### src/rtl/carrier_phase_detector_if.sv
// Sample input / phase-error output bundle for the carrier phase detector.
// The master drives baseband samples; the slave returns pd, its strobe and lock status.
interface carrier_phase_detector_if #(
  parameter int WIN_LOG2 = 8
);
  logic                din_valid;
  logic signed [15:0]  di;
  logic signed [15:0]  dq;
  logic signed [25:0]  pd;
  logic                pd_valid;
  logic                locked;
  logic [WIN_LOG2:0]   lock_metric;

  modport master (
    output din_valid, di, dq,
    input  pd, pd_valid, locked, lock_metric
  );

  modport slave (
    input  din_valid, di, dq,
    output pd, pd_valid, locked, lock_metric
  );
endinterface

### src/rtl/carrier_phase_detector.sv
// Decision-directed carrier phase detector: e = sign(I)*Q - sign(Q)*I, scaled onto pd,
// plus a windowed good-sample counter driving an UNLOCKED/CANDIDATE/LOCKED lock FSM.
module carrier_phase_detector #(
  parameter int PD_SHIFT   = 8,
  parameter int WIN_LOG2   = 8,
  parameter int LOCK_TH    = 224,
  parameter int UNLOCK_TH  = 160,
  parameter int LOCK_SHIFT = 2,
  parameter int MIN_AMP    = 256
) (
  input logic                      clk,
  input logic                      rst,
  carrier_phase_detector_if.slave  s
);

  typedef enum logic [1:0] {
    ST_UNLOCKED  = 2'd0,
    ST_CANDIDATE = 2'd1,
    ST_LOCKED    = 2'd2
  } state_t;

  localparam logic [WIN_LOG2:0]   LOCK_TH_C   = LOCK_TH[WIN_LOG2:0];
  localparam logic [WIN_LOG2:0]   UNLOCK_TH_C = UNLOCK_TH[WIN_LOG2:0];
  localparam logic [16:0]         MIN_AMP_C   = MIN_AMP[16:0];
  localparam logic [WIN_LOG2-1:0] WCNT_ONE    = {{(WIN_LOG2-1){1'b0}}, 1'b1};

  logic signed [17:0]  w_i18, w_q18, w_neg_i, w_neg_q, w_t1, w_t2, w_e18;
  logic [16:0]         w_abs_i, w_abs_q, w_amp;
  logic signed [16:0]  w_neg_e;
  logic [16:0]         w_abs_e, w_tol;
  logic                w_good;
  logic signed [25:0]  w_pd_ext;
  logic [WIN_LOG2:0]   w_gnext;
  logic                w_wend;

  logic                r_v1, r_v2, r_pd_valid;
  logic signed [16:0]  r_e1, r_e2;
  logic [16:0]         r_amp1;
  logic                r_good2, r_good3;
  logic signed [25:0]  r_pd;
  logic [WIN_LOG2-1:0] r_wcnt;
  logic [WIN_LOG2:0]   r_gcnt;
  logic [WIN_LOG2:0]   r_lock_metric;
  logic                r_locked;
  state_t              r_state;

  // Error terms in 18 bits so negating -32768 cannot overflow before the final 17-bit slice.
  always_comb begin
    w_i18   = {{2{s.di[15]}}, s.di};
    w_q18   = {{2{s.dq[15]}}, s.dq};
    w_neg_i = 18'sd0 - w_i18;
    w_neg_q = 18'sd0 - w_q18;
    w_t1    = s.di[15] ? w_neg_q : w_q18;
    w_t2    = s.dq[15] ? w_neg_i : w_i18;
    w_e18   = w_t1 - w_t2;
    w_abs_i = s.di[15] ? w_neg_i[16:0] : w_i18[16:0];
    w_abs_q = s.dq[15] ? w_neg_q[16:0] : w_q18[16:0];
    w_amp   = w_abs_i + w_abs_q;
  end

  // Goodness test on stage-1 results and pd scaling of the stage-2 error.
  always_comb begin
    w_neg_e  = 17'sd0 - r_e1;
    w_abs_e  = r_e1[16] ? w_neg_e : r_e1;
    w_tol    = r_amp1 >> LOCK_SHIFT;
    w_good   = (w_abs_e <= w_tol) && (r_amp1 >= MIN_AMP_C);
    w_pd_ext = {{9{r_e2[16]}}, r_e2} <<< PD_SHIFT;
    w_gnext  = r_gcnt + {{WIN_LOG2{1'b0}}, r_good3};
    w_wend   = &r_wcnt;
  end

  // Two-stage datapath; payload registers only move with their valid bit.
  always_ff @(posedge clk or posedge rst) begin
    if (rst) begin
      r_v1       <= 1'b0;
      r_v2       <= 1'b0;
      r_pd_valid <= 1'b0;
      r_e1       <= 17'sd0;
      r_amp1     <= 17'd0;
      r_e2       <= 17'sd0;
      r_good2    <= 1'b0;
      r_good3    <= 1'b0;
      r_pd       <= 26'sd0;
    end else begin
      r_v1       <= s.din_valid;
      r_v2       <= r_v1;
      r_pd_valid <= r_v2;
      if (s.din_valid) begin
        r_e1   <= w_e18[16:0];
        r_amp1 <= w_amp;
      end
      if (r_v1) begin
        r_e2    <= r_e1;
        r_good2 <= w_good;
      end
      if (r_v2) begin
        r_pd    <= w_pd_ext;
        r_good3 <= r_good2;
      end
    end
  end

  // Window counting and lock FSM, evaluated on the edge after each pd strobe.
  always_ff @(posedge clk or posedge rst) begin
    if (rst) begin
      r_wcnt        <= {WIN_LOG2{1'b0}};
      r_gcnt        <= {(WIN_LOG2+1){1'b0}};
      r_lock_metric <= {(WIN_LOG2+1){1'b0}};
      r_locked      <= 1'b0;
      r_state       <= ST_UNLOCKED;
    end else if (r_pd_valid) begin
      r_wcnt <= r_wcnt + WCNT_ONE;
      if (w_wend) begin
        r_gcnt        <= {(WIN_LOG2+1){1'b0}};
        r_lock_metric <= w_gnext;
        case (r_state)
          ST_UNLOCKED: begin
            r_state  <= (w_gnext >= LOCK_TH_C) ? ST_CANDIDATE : ST_UNLOCKED;
            r_locked <= 1'b0;
          end
          ST_CANDIDATE: begin
            r_state  <= (w_gnext >= LOCK_TH_C) ? ST_LOCKED : ST_UNLOCKED;
            r_locked <= (w_gnext >= LOCK_TH_C);
          end
          ST_LOCKED: begin
            r_state  <= (w_gnext < UNLOCK_TH_C) ? ST_UNLOCKED : ST_LOCKED;
            r_locked <= !(w_gnext < UNLOCK_TH_C);
          end
          default: begin
            r_state  <= ST_UNLOCKED;
            r_locked <= 1'b0;
          end
        endcase
      end else begin
        r_gcnt <= w_gnext;
      end
    end
  end

  assign s.pd          = r_pd;
  assign s.pd_valid    = r_pd_valid;
  assign s.locked      = r_locked;
  assign s.lock_metric = r_lock_metric;

endmodule

### src/flat_wrapper.sv
// flat-port wrapper written by rule: the top's interface ports become plain ports
module carrier_phase_detector_flat 
#(
  parameter int PD_SHIFT   = 8,
  parameter int WIN_LOG2   = 8,
  parameter int LOCK_TH    = 224,
  parameter int UNLOCK_TH  = 160,
  parameter int LOCK_SHIFT = 2,
  parameter int MIN_AMP    = 256
)
  (clk, rst, s_din_valid, s_di, s_dq, s_pd, s_pd_valid, s_locked, s_lock_metric);
  carrier_phase_detector_if #(.WIN_LOG2(WIN_LOG2)) s_i ();
  input logic clk;
  input logic rst;
  input wire logic [$bits(s_i.din_valid)-1:0] s_din_valid;
  input wire logic [$bits(s_i.di)-1:0] s_di;
  input wire logic [$bits(s_i.dq)-1:0] s_dq;
  output wire logic [$bits(s_i.pd)-1:0] s_pd;
  output wire logic [$bits(s_i.pd_valid)-1:0] s_pd_valid;
  output wire logic [$bits(s_i.locked)-1:0] s_locked;
  output wire logic [$bits(s_i.lock_metric)-1:0] s_lock_metric;
  assign s_i.din_valid = s_din_valid;
  assign s_i.di = s_di;
  assign s_i.dq = s_dq;
  assign s_pd = s_i.pd;
  assign s_pd_valid = s_i.pd_valid;
  assign s_locked = s_i.locked;
  assign s_lock_metric = s_i.lock_metric;
  carrier_phase_detector #(.PD_SHIFT(PD_SHIFT), .WIN_LOG2(WIN_LOG2), .LOCK_TH(LOCK_TH), .UNLOCK_TH(UNLOCK_TH), .LOCK_SHIFT(LOCK_SHIFT), .MIN_AMP(MIN_AMP)) u_core (.clk(clk), .rst(rst), .s(s_i));
endmodule
### config.mk
export PLATFORM = sky130hd
export DESIGN_NAME = carrier_phase_detector_flat
export DESIGN_NICKNAME = d
export VERILOG_FILES = /design/src/rtl/carrier_phase_detector_if.sv /design/src/rtl/carrier_phase_detector.sv /design/src/flat_wrapper.sv
export SDC_FILE = /design/constraint.sdc
export NUM_CORES = 1
export LEC_CHECK = 0
export ABC_AREA = 1
export BUFFER_PORTS_ARGS = -buffer_cell sky130_fd_sc_hd__buf_2
export CORE_MARGIN = 2
export CORE_UTILIZATION = 52
export CTS_BUF_LIST = sky130_fd_sc_hd__clkbuf_16
export DETAILED_ROUTE_END_ITERATION = 8
export GPL_TIMING_DRIVEN = 0
export PLACE_DENSITY_LB_ADDON = 0.1
export SLEW_MARGIN = 20
export SYNTH_ARGS = -nofsm -noshare
export SYNTH_HDL_FRONTEND = slang
export SYNTH_SLANG_ARGS = --single-unit
### constraint.sdc
create_clock -name clk -period 8.9 [get_ports clk]
set_clock_uncertainty 0.1 [all_clocks]
set_input_delay 1.335 -clock clk [delete_from_list [all_inputs] [get_ports clk]]
set_output_delay 1.335 -clock clk [all_outputs]
set_load 0.05 [all_outputs]
==> results of run 1 <==
-- power groups by stage --
stage               registers, mW  logic (mW)  clock network [mW]
global placement            0.611       0.585                   0
global route                0.618       0.689               0.413
floorplan                   0.646       0.411                   0
detailed placement          0.613       0.596                   0
finish                      0.606       0.598               0.381
CTS                         0.605       0.599               0.391
-- synthesized netlist by cell type, types with 3 or more instances --
master | count | area (sq um)
nand3_1 | 59 | 295
a31oi_1 | 9 | 56.3
nand4_1 | 15 | 93.8
or2_2 | 4 | 25.0
xor2_1 | 39 | 342
nand4_2 | 3 | 37.5
buf_2 | 4 | 20.0
clkbuf_1 | 29 | 109
o22ai_1 | 8 | 50.1
nand2_1 | 292 | 1100
buf_4 | 9 | 67.6
inv_1 | 137 | 514
xnor2_1 | 11 | 96.3
o21ai_0 | 106 | 531
a21oi_1 | 51 | 255
o21a_1 | 3 | 22.5
nor4_1 | 10 | 62.6
ha_1 | 61 | 763
nand3b_1 | 6 | 45.0
nor2_2 | 3 | 18.8
nor2_1 | 68 | 255
o21ai_1 | 16 | 80.1
o31ai_1 | 3 | 22.5
nor3_2 | 4 | 40.0
dfrtp_1 | 100 | 2500
nor3_1 | 9 | 45.0
o21bai_1 | 5 | 37.5
-- state kept, by name (all words and copies together), names as in the netlist --
signal	count
u_core.r_e1	17
u_core.r_e2	17
u_core.s.pd	17
u_core.r_amp1	15
u_core.r_gcnt	9
u_core.s.lock_metric	9
u_core.r_wcnt	8
u_core.r_state	2
u_core.r_good2	1
u_core.r_good3	1
u_core.r_v1	1
u_core.r_v2	1
u_core.s.locked	1
u_core.s.pd_valid	1
-- logic make-up after synthesis --
| kind of cell | Yosys count |
|---|---|
| buffers and inverters | 184 |
| muxes | 1 |
| other | 1 |
| AOI/OAI and AO/OA | 205 |
| xor gates and xnor gates | 51 |
| adders and majority gates | 63 |
| DFF | 100 |
| and+or+nand+nor | 481 |
-- path summary, 6_finish.rpt --
| check | slack (ns) | depth (start not counted) | startpoint | endpoint |
|---|---|---|---|---|
| setup reg to reg | 6.04 | 18 | u_core.r_e1[0]$_DFFE_PP0P_ | u_core.r_good2$_DFFE_PP0P_ |
| hold / removal | 0.27 | 0 | u_core.r_v2$_DFF_PP0_ | u_core.s.pd_valid$_DFF_PP0_ |
| hold reg to reg | 0.27 | 0 | u_core.r_v2$_DFF_PP0_ | u_core.s.pd_valid$_DFF_PP0_ |
| min in group asynchronous | 0.86 | 2 | rst | u_core.s.pd[21]$_DFFE_PP0P_ |
| max in group asynchronous | 7.22 | 3 | rst | u_core.r_gcnt[1]$_DFFE_PP0P_ |
| setup / recovery | 4.74 | 15 | s_di[0] | u_core.r_amp1[9]$_DFFE_PP0P_ |
-- cell type report --
type | count | area (sq um)
inverter | 141 | 534
clock inverter | 7 | 66.3
sequential | 100 | 2500
multi-input combinational | 809 | 4500
clock buffer | 9 | 225
tap | 184 | 230
fill | 1491 | 5940
timing repair buffer | 60 | 323
buffer | 43 | 208
-- routing by layer --
layer,GRT usage,wire [um],vias up
met5,0,0,-
met4,0.0905,537,0
met3,0.0331,539,29
met2,0.403,8400,141
met1,0.333,9120,3140
li1,-,-,3685
-- stage by stage --
step	utilization	instance area, sq um
2_1_floorplan	-	7740
3_3_place_gp	0.569	8270
3_5_place_dp	0.571	8300
4_1_cts	0.591	8590
5_1_grt	0.591	8590
6_report	0.591	8590
-- cell usage in the layout (no fill, tap or decap), types with 10 or more instances in the layout --
cell,instances
o21ai_1,16
nand4_1,15
ha_1,61
nor4_1,10
xnor2_1,11
buf_2,63
a21oi_1,51
nor2_1,68
o21ai_0,106
nand2_1,292
clkbuf_1,29
nand3_1,59
dfrtp_1,100
inv_1,136
xor2_1,39
==> summary.md, run 1 <==
| Metric | Value |
|---|---|
| Critical-path top delay cell | ha_1 |
| Worst slack, placed | 4.43 ns |
| Simple-Gate Fraction of Synth Area | 0.274 |
| Sequential area share after synthesis | 0.324 |
| Via count | between 6000 and 7000 |
| Core Area | 0.0145 sq mm |
| Worst-skew pair later-pin latency | around 0.35 ns |
| Die height | between 100 and 150 um |
| Cells after Synth | 1086 |
| Final ANT Viol Nets | 0 |
| Number of global-route vias before repair | 6800 |
| RSZ-0062 raised after global routing | false |
| Post-DR wirelength/cell | around 14 um |
| GRT overflow | 0 |
| Synthesis-stage register bit count | 100 |
| Fin crit share | 0.467 |
| Critical Path End Type | flip-flop |
| Hold/Removal Path Class | reg -> reg |
| Compound-gate portion of the synthesized area | 0.141 |
| Internal power | 0.948 mW |
| Post-synth EDFFs | 0 |
| IO Pins | 72 |
| Initial antenna violation count | 0 |
| Largest family of logic cells by synthesized area | simple AND/OR/NAND/NOR gates |
| Starting Density | 0.531 |
| Max-slew violations | 0 |
| Combinational power share | 0.377 |
| Final nets | 1262 |
| Largest net degree at the start of global routing | 68 |
| Post-Syn Area | between 0.007 and 0.008 sq mm |
| Crit path DAT | 4.26 ns |
| PnR worst setup slack | roughly 4.7 ns |
| Top delay family on crit path | simple AND/OR/NAND/NOR gates |
| Adder-cell share of the synthesized area | 0.104 |
| Status | complete, no violations |
| XOR/XNOR Fraction of Synth Area | 0.0589 |
| Non-filler cells, final | 1353 |
| Post-CTS Resized | 0 |
| Worst-case clock buffer depth | 2 |
| Hold-fix buffers, CTS | 0 |
| VDD IR max | 0.0958 mV |
| Worst path max stage delay | 0.36 ns |
| Most used cell, CP | o21ai_0 |
| # DRC | 0 |
| Clk sinks | 100 |
| Power Dens Cells | approximately 180 mW/mm^2 |
| Max_slew headroom | 0.616 |
| First DRT Iteration DRCs | ~340 |
| Mux share of post-synthesis cell area | 0.00146 |
| Peak fanout along the critical path | 4 |
| WL final | 18.6 mm |
| Sw Pwr | 0.636 mW |
| Die width | 126 um |
| Overall global routing resource usage | 0.245 |
| Final setup vio count | 0 |
| Part of the power in registers | 0.383 |
| Post-layout power | ~1.6 mW |
| Final hold vios | 0 |
| P_leak | approximately 4.5 nW |
| Clk pwr share | 0.240 |
| First-pass GRT wire length | 31.6 mm |
| Gpl congestion | 0.985 |
| Ant. Diodes | 0 |
| Ys flop type | dfrtp_1 |
| Count of cell types in the netlist | between 40 and 50 |
| CP startpoint kind | primary input |
| DP HPWL | 15.3 mm |
| Hold Slack | 0.274 ns |
| Critical path buffers and inverters | 2 |
| TritonCTS Buffers | 9 |
| Synth Warn # | 0 |
| 1st-pass router iterations | 5 |
| Share of cells above drive strength 1 | 0.102 |
| Final min period | 4.16 ns |
| Vias per inst | 5.17 |
| Sw Share | 0.402 |
| TritonCTS clock tree | built |
| Die area | 0.0158 sq mm |
| Setup TNS | 0 ns |
| Syn_area_per_cell | 7.10 sq um |
| Critical-path cell list | buf_2 -> inv_1 -> ha_1 -> nor3b_4 -> nand4_2 -> nor2_1 -> xor2_1 -> o21ai_0 -> ha_1 -> a21oi_1 -> o21ai_0 -> nand3b_1 -> or2_2 -> nand3_1 -> o21ai_0 |
| Placed insts | 1337 |
| CTS clk-pin slew, worst paths | 0.08 ns |
| Kind of critical path | in -> reg |
| Fmax | approximately 0.24 GHz |
| Async SR Flop Fraction | 1.00 |
| Max-Cap Viols | 0 |
| Port bufs | 59 |
| Worst EP required | 9.01 ns |
| Synth-to-layout area growth | 11.4% |
| # Post-CTS Setup Buffers | 0 |
| H-Tree Depth | 3 |
| CTS root buf | clkbuf_16 |
| Worst-Margin Slew | between 0.5 and 0.6 ns |
| Placement Rows | 44 |
Power figures use the tool's default switching activity.
==> inputs of run 2 (changes only) <==
ABC_AREA = 0   (was 1)
clock period = 4.4 ns   (was 8.9 ns; I/O delays follow)
==> run 2 against run 1 <==
  * Cell area shrank 4.3%
  * Global-route usage shrank 0.87 points
  * Via count shrank 12%
  * Sequential share of layout area grew 1.3 points
  * First-iteration DRC count shrank 5.9%
  * Non-clock buffer count shrank 4
==> summary.md, run 2 <==
| Metric | Value |
|---|---|
| Starting Density | 0.532 (was 0.531) |
| Worst-case clock buffer depth | 2 (unchanged) |
| # Post-CTS Setup Buffers | 0 (unchanged) |
| 1st-pass router iterations | 6 (was 5) |
| Leading cell types in the layout, fill and taps excluded | nand2_1 (111), dfrtp_1 (100), xnor2_1 (80) (was nand2_1 (292), inv_1 (136), o21ai_0 (106)) |
| Simple-Gate Fraction of Synth Area | 0.167 (was 0.274) |
| Die height | 123 um (was 126 um) |
| Post-synth top cells | nand2_1 (111), dfrtp_1 (100), xnor2_1 (80), ha_1 (61), o21ai_0 (53) (was nand2_1 (292), inv_1 (137), o21ai_0 (106), dfrtp_1 (100), nor2_1 (68)) |
| Core Area | 0.0138 sq mm (was 0.0145 sq mm) |
| Power Dens Cells | 474 mW/mm^2 (was 184 mW/mm^2) |
| Part of the power in registers | 0.373 (was 0.383) |
| GRT overflow | 0 (unchanged) |
| Clk pwr share | 0.184 (was 0.240) |
| Post-synth EDFFs | 0 (unchanged) |
| Largest net degree at the start of global routing | 59 (was 68) |
| Most common cell in the netlist | nand2_1 (unchanged) |
| Ys flop type | dfrtp_1 (unchanged) |
| Worst-skew pair later-pin latency | 0.34 ns (was 0.35 ns) |
| Hold-fix buffers, CTS | 0 (unchanged) |
| TritonCTS clock tree | built (unchanged) |
| XOR/XNOR Fraction of Synth Area | 0.118 (was 0.0589) |
| Die width | 123 um (was 126 um) |
| Max-Cap Viols | 0 (unchanged) |
| Final nets | 994 (was 1262) |
| Sw Share | 0.405 (was 0.402) |
| CP startpoint kind | primary input (unchanged) |
| Overall global routing resource usage | 0.237 (was 0.245) |
| Final Core Density | 0.595 (was 0.591) |
| Share of cells above drive strength 1 | 0.159 (was 0.102) |
| Post-CTS Resized | 0 (unchanged) |
| Number of global-route vias before repair | 6092 (was 6800) |
| Post-Syn Area | 0.00736 sq mm (was 0.00771 sq mm) |
| Die area | 0.0151 sq mm (was 0.0158 sq mm) |
| Critical Path End Type | flip-flop (unchanged) |
| Fmax | between 0.2 and 0.25 GHz |
| Port bufs | 62 (was 59) |
| Setup TNS | 0 ns (unchanged) |
| Post-DR wirelength/cell | 15.7 um (was 13.7 um) |
| Hold Slack | 0.211 ns (was 0.274 ns) |
| Max-slew violations | 0 (unchanged) |
| Adder-cell share of the synthesized area | 0.109 (was 0.104) |
| Leading cell type in the layout, fill and taps excluded | nand2_1 (unchanged) |
| Yosys top cell area share | 0.340 (was 0.324) |
| Crit path DAT | 4.11 ns (was 4.26 ns) |
| First-pass GRT wire length | 28.3 mm (was 31.6 mm) |
| Synth top area cells | dfrtp_1 (34%), ha_1 (10%), xnor2_1 (9.5%) (was dfrtp_1 (32%), nand2_1 (14%), ha_1 (9.9%)) |
| Peak fanout along the critical path | 8 (was 4) |
| Kind of critical path | in -> reg (unchanged) |
| Final hold vios | 0 (unchanged) |
| Compound-gate portion of the synthesized area | 0.142 (was 0.141) |
| Count of cell types in the netlist | 54 (was 42) |
| Synthesis-stage register bit count | 100 (unchanged) |
| Synth Warn # | 0 (unchanged) |
| Post-synth top area cell | dfrtp_1 (unchanged) |
| # DRC | 0 (unchanged) |
| P_leak | 3.78 nW (was 4.47 nW) |
| WL final | 16.9 mm (was 18.6 mm) |
| Fin crit share | 0.911 |
| Gpl congestion | 0.862 (was 0.985) |
| TritonCTS Buffers | 9 (unchanged) |
| Internal power | 2.32 mW (was 0.948 mW) |
| Initial antenna violation count | 0 (unchanged) |
| Worst EP required | 4.51 ns (was 9.01 ns) |
| Fill count | 1246 (was 1491) |
| CTS root buf | clkbuf_16 (unchanged) |
| Syn_area_per_cell | 9.03 sq um (was 7.10 sq um) |
| CTS clk-pin slew, worst paths | 0.07 ns (was 0.08 ns) |
| Max_slew headroom | 0.543 (was 0.616) |
| Final setup vio count | 0 (unchanged) |
| Placement Rows | 43 (was 44) |
| Via count | 6130 (was 6995) |
| Synth-to-layout area growth | 11.7% (was 11.4%) |
| H-Tree Depth | 3 (unchanged) |
| Hold/Removal Path Class | in -> async (was reg -> reg) |
| Status | complete, no violations (unchanged) |
| IO Pins | 72 (unchanged) |
| Clk sinks | 100 (unchanged) |
| Mux share of post-synthesis cell area | 0.0790 (was 0.00146) |
| Sequential area share after synthesis | 0.340 (was 0.324) |
| VDD IR max | 0.321 mV (was 0.0958 mV) |
| Final min period | 4.01 ns |
| Cells after Synth | 815 (was 1086) |
| Vias per inst | 5.67 (was 5.17) |
| Sw Pwr | 1.58 mW (was 0.636 mW) |
| Largest family of logic cells by synthesized area | simple AND/OR/NAND/NOR gates (unchanged) |
| Combinational power share | 0.443 (was 0.377) |
| DP HPWL | 13.8 mm (was 15.3 mm) |
| RSZ-0062 raised after global routing | false (unchanged) |
| Worst-Margin Slew | 0.679 ns (was 0.572 ns) |
| Ant. Diodes | 0 (unchanged) |
| First DRT Iteration DRCs | 317 (was 337) |
| Async SR Flop Fraction | 1.00 (unchanged) |
| Final ANT Viol Nets | 0 (unchanged) |
## run 2: changes by cell type after synthesis, sizes merged, moves of 9 or more
| cell | previous run | this run |
|---|---|---|
| nand2 | 293 | 111 |
| a21o | 0 | 16 |
| xor2 | 40 | 19 |
| or3 | 0 | 28 |
| xnor2 | 11 | 80 |
| o21ai | 124 | 53 |
| inv | 139 | 41 |
| nand3 | 60 | 11 |
| a21oi | 51 | 32 |
| mux2 | 1 | 49 |
| o31ai | 3 | 12 |
| nand2b | 0 | 10 |
| nor2 | 73 | 43 |
## run 2: stage by stage
| step | instance area (sq um) | power [mW] | instances | setup slack, ns |
|---|---|---|---|---|
| 3_3_place_gp | 7920 | 3.13 | 1064 | 0.0343 |
| 3_5_place_dp | 7960 | 3.20 | 1065 | 0.0974 |
| 5_1_grt | 8220 | 4.19 | 1081 | 0.213 |
| 4_1_cts | 8220 | 3.93 | 1081 | 0.452 |
| 2_1_floorplan | 7390 | 2.75 | 822 | 0.557 |
| 6_report | 8220 | 3.90 | 1081 | 0.391 |
## run 2: critical path: stages
cell	delay [ns]
buf_2	0.13
or3_4	0.37
or3_4	0.36
or3_4	0.40
or3_1	0.34
nand2_1	0.09
xnor2_1	0.13
ha_1	0.26
clkbuf_1	0.19
a21oi_1	0.21
o21ai_0	0.12
a21o_1	0.19
a221oi_1	0.36
xnor2_1	0.20
a21oi_1	0.09
## run 2: kinds of logic (layout without fill, tap and decap cells)
logic type                 after synthesis  after routing
adders and majority gates               63             63
buffers and inverters                   77            156
and+or+nand+nor                        260            260
muxes                                   52             52
AOI/OAI and AO/OA                      163            163
xor gates and xnor gates                99             99
DFF                                    100            100
other                                    1              8
## run 2: layer usage
metal | global-route usage | vias to the layer above | share of wire
met3 | 0.0360 | 35 | 0.032
met4 | 0.0739 | 0 | 0.022
met1 | 0.278 | 2967 | 0.42
met2 | 0.441 | 132 | 0.53
li1 | - | 2996 | -
met5 | 0 | - | 0
## run 2: final timing paths
check / slack [ns] / startpoint / cells after the start / endpoint
worst max-delay path: 0.39 / s_dq[2] / 15 / u_core.r_amp1[16]$_DFFE_PP0P_
worst min-delay path: 0.21 / rst / 2 / u_core.r_wcnt[4]$_DFFE_PP0P_
worst max register to register: 0.93 / u_core.r_e1[2]$_DFFE_PP0P_ / 12 / u_core.r_good2$_DFFE_PP0P_
worst min register to register: 0.28 / u_core.r_v2$_DFF_PP0_ / 0 / u_core.s.pd_valid$_DFF_PP0_
max in group asynchronous: 3.37 / rst / 3 / u_core.r_amp1[3]$_DFFE_PP0P_
min in group clk: 0.28 / u_core.r_v2$_DFF_PP0_ / 0 / u_core.s.pd_valid$_DFF_PP0_
## run 2: power by group through the flow
stage	sequential, mW	combinational (mW)	clock [mW]
floorplan	1.64	1.11	0
global placement	1.46	1.67	0
detailed placement	1.48	1.72	0
CTS	1.46	1.74	0.737
global route	1.50	1.91	0.775
finish	1.46	1.73	0.718
## run 2: area by class of cell
class | count | area, sq um | area share
multi-input cells | 645 | 4560 | 0.554
flip-flops and latches | 100 | 2500 | 0.304
repair buffers | 63 | 338 | 0.0411
clock buffers | 9 | 225 | 0.0274
well taps | 180 | 225 | 0.0274
plain buffers | 36 | 173 | 0.0210
inverters | 41 | 159 | 0.0193
clock inverters | 7 | 42.5 | 0.00517
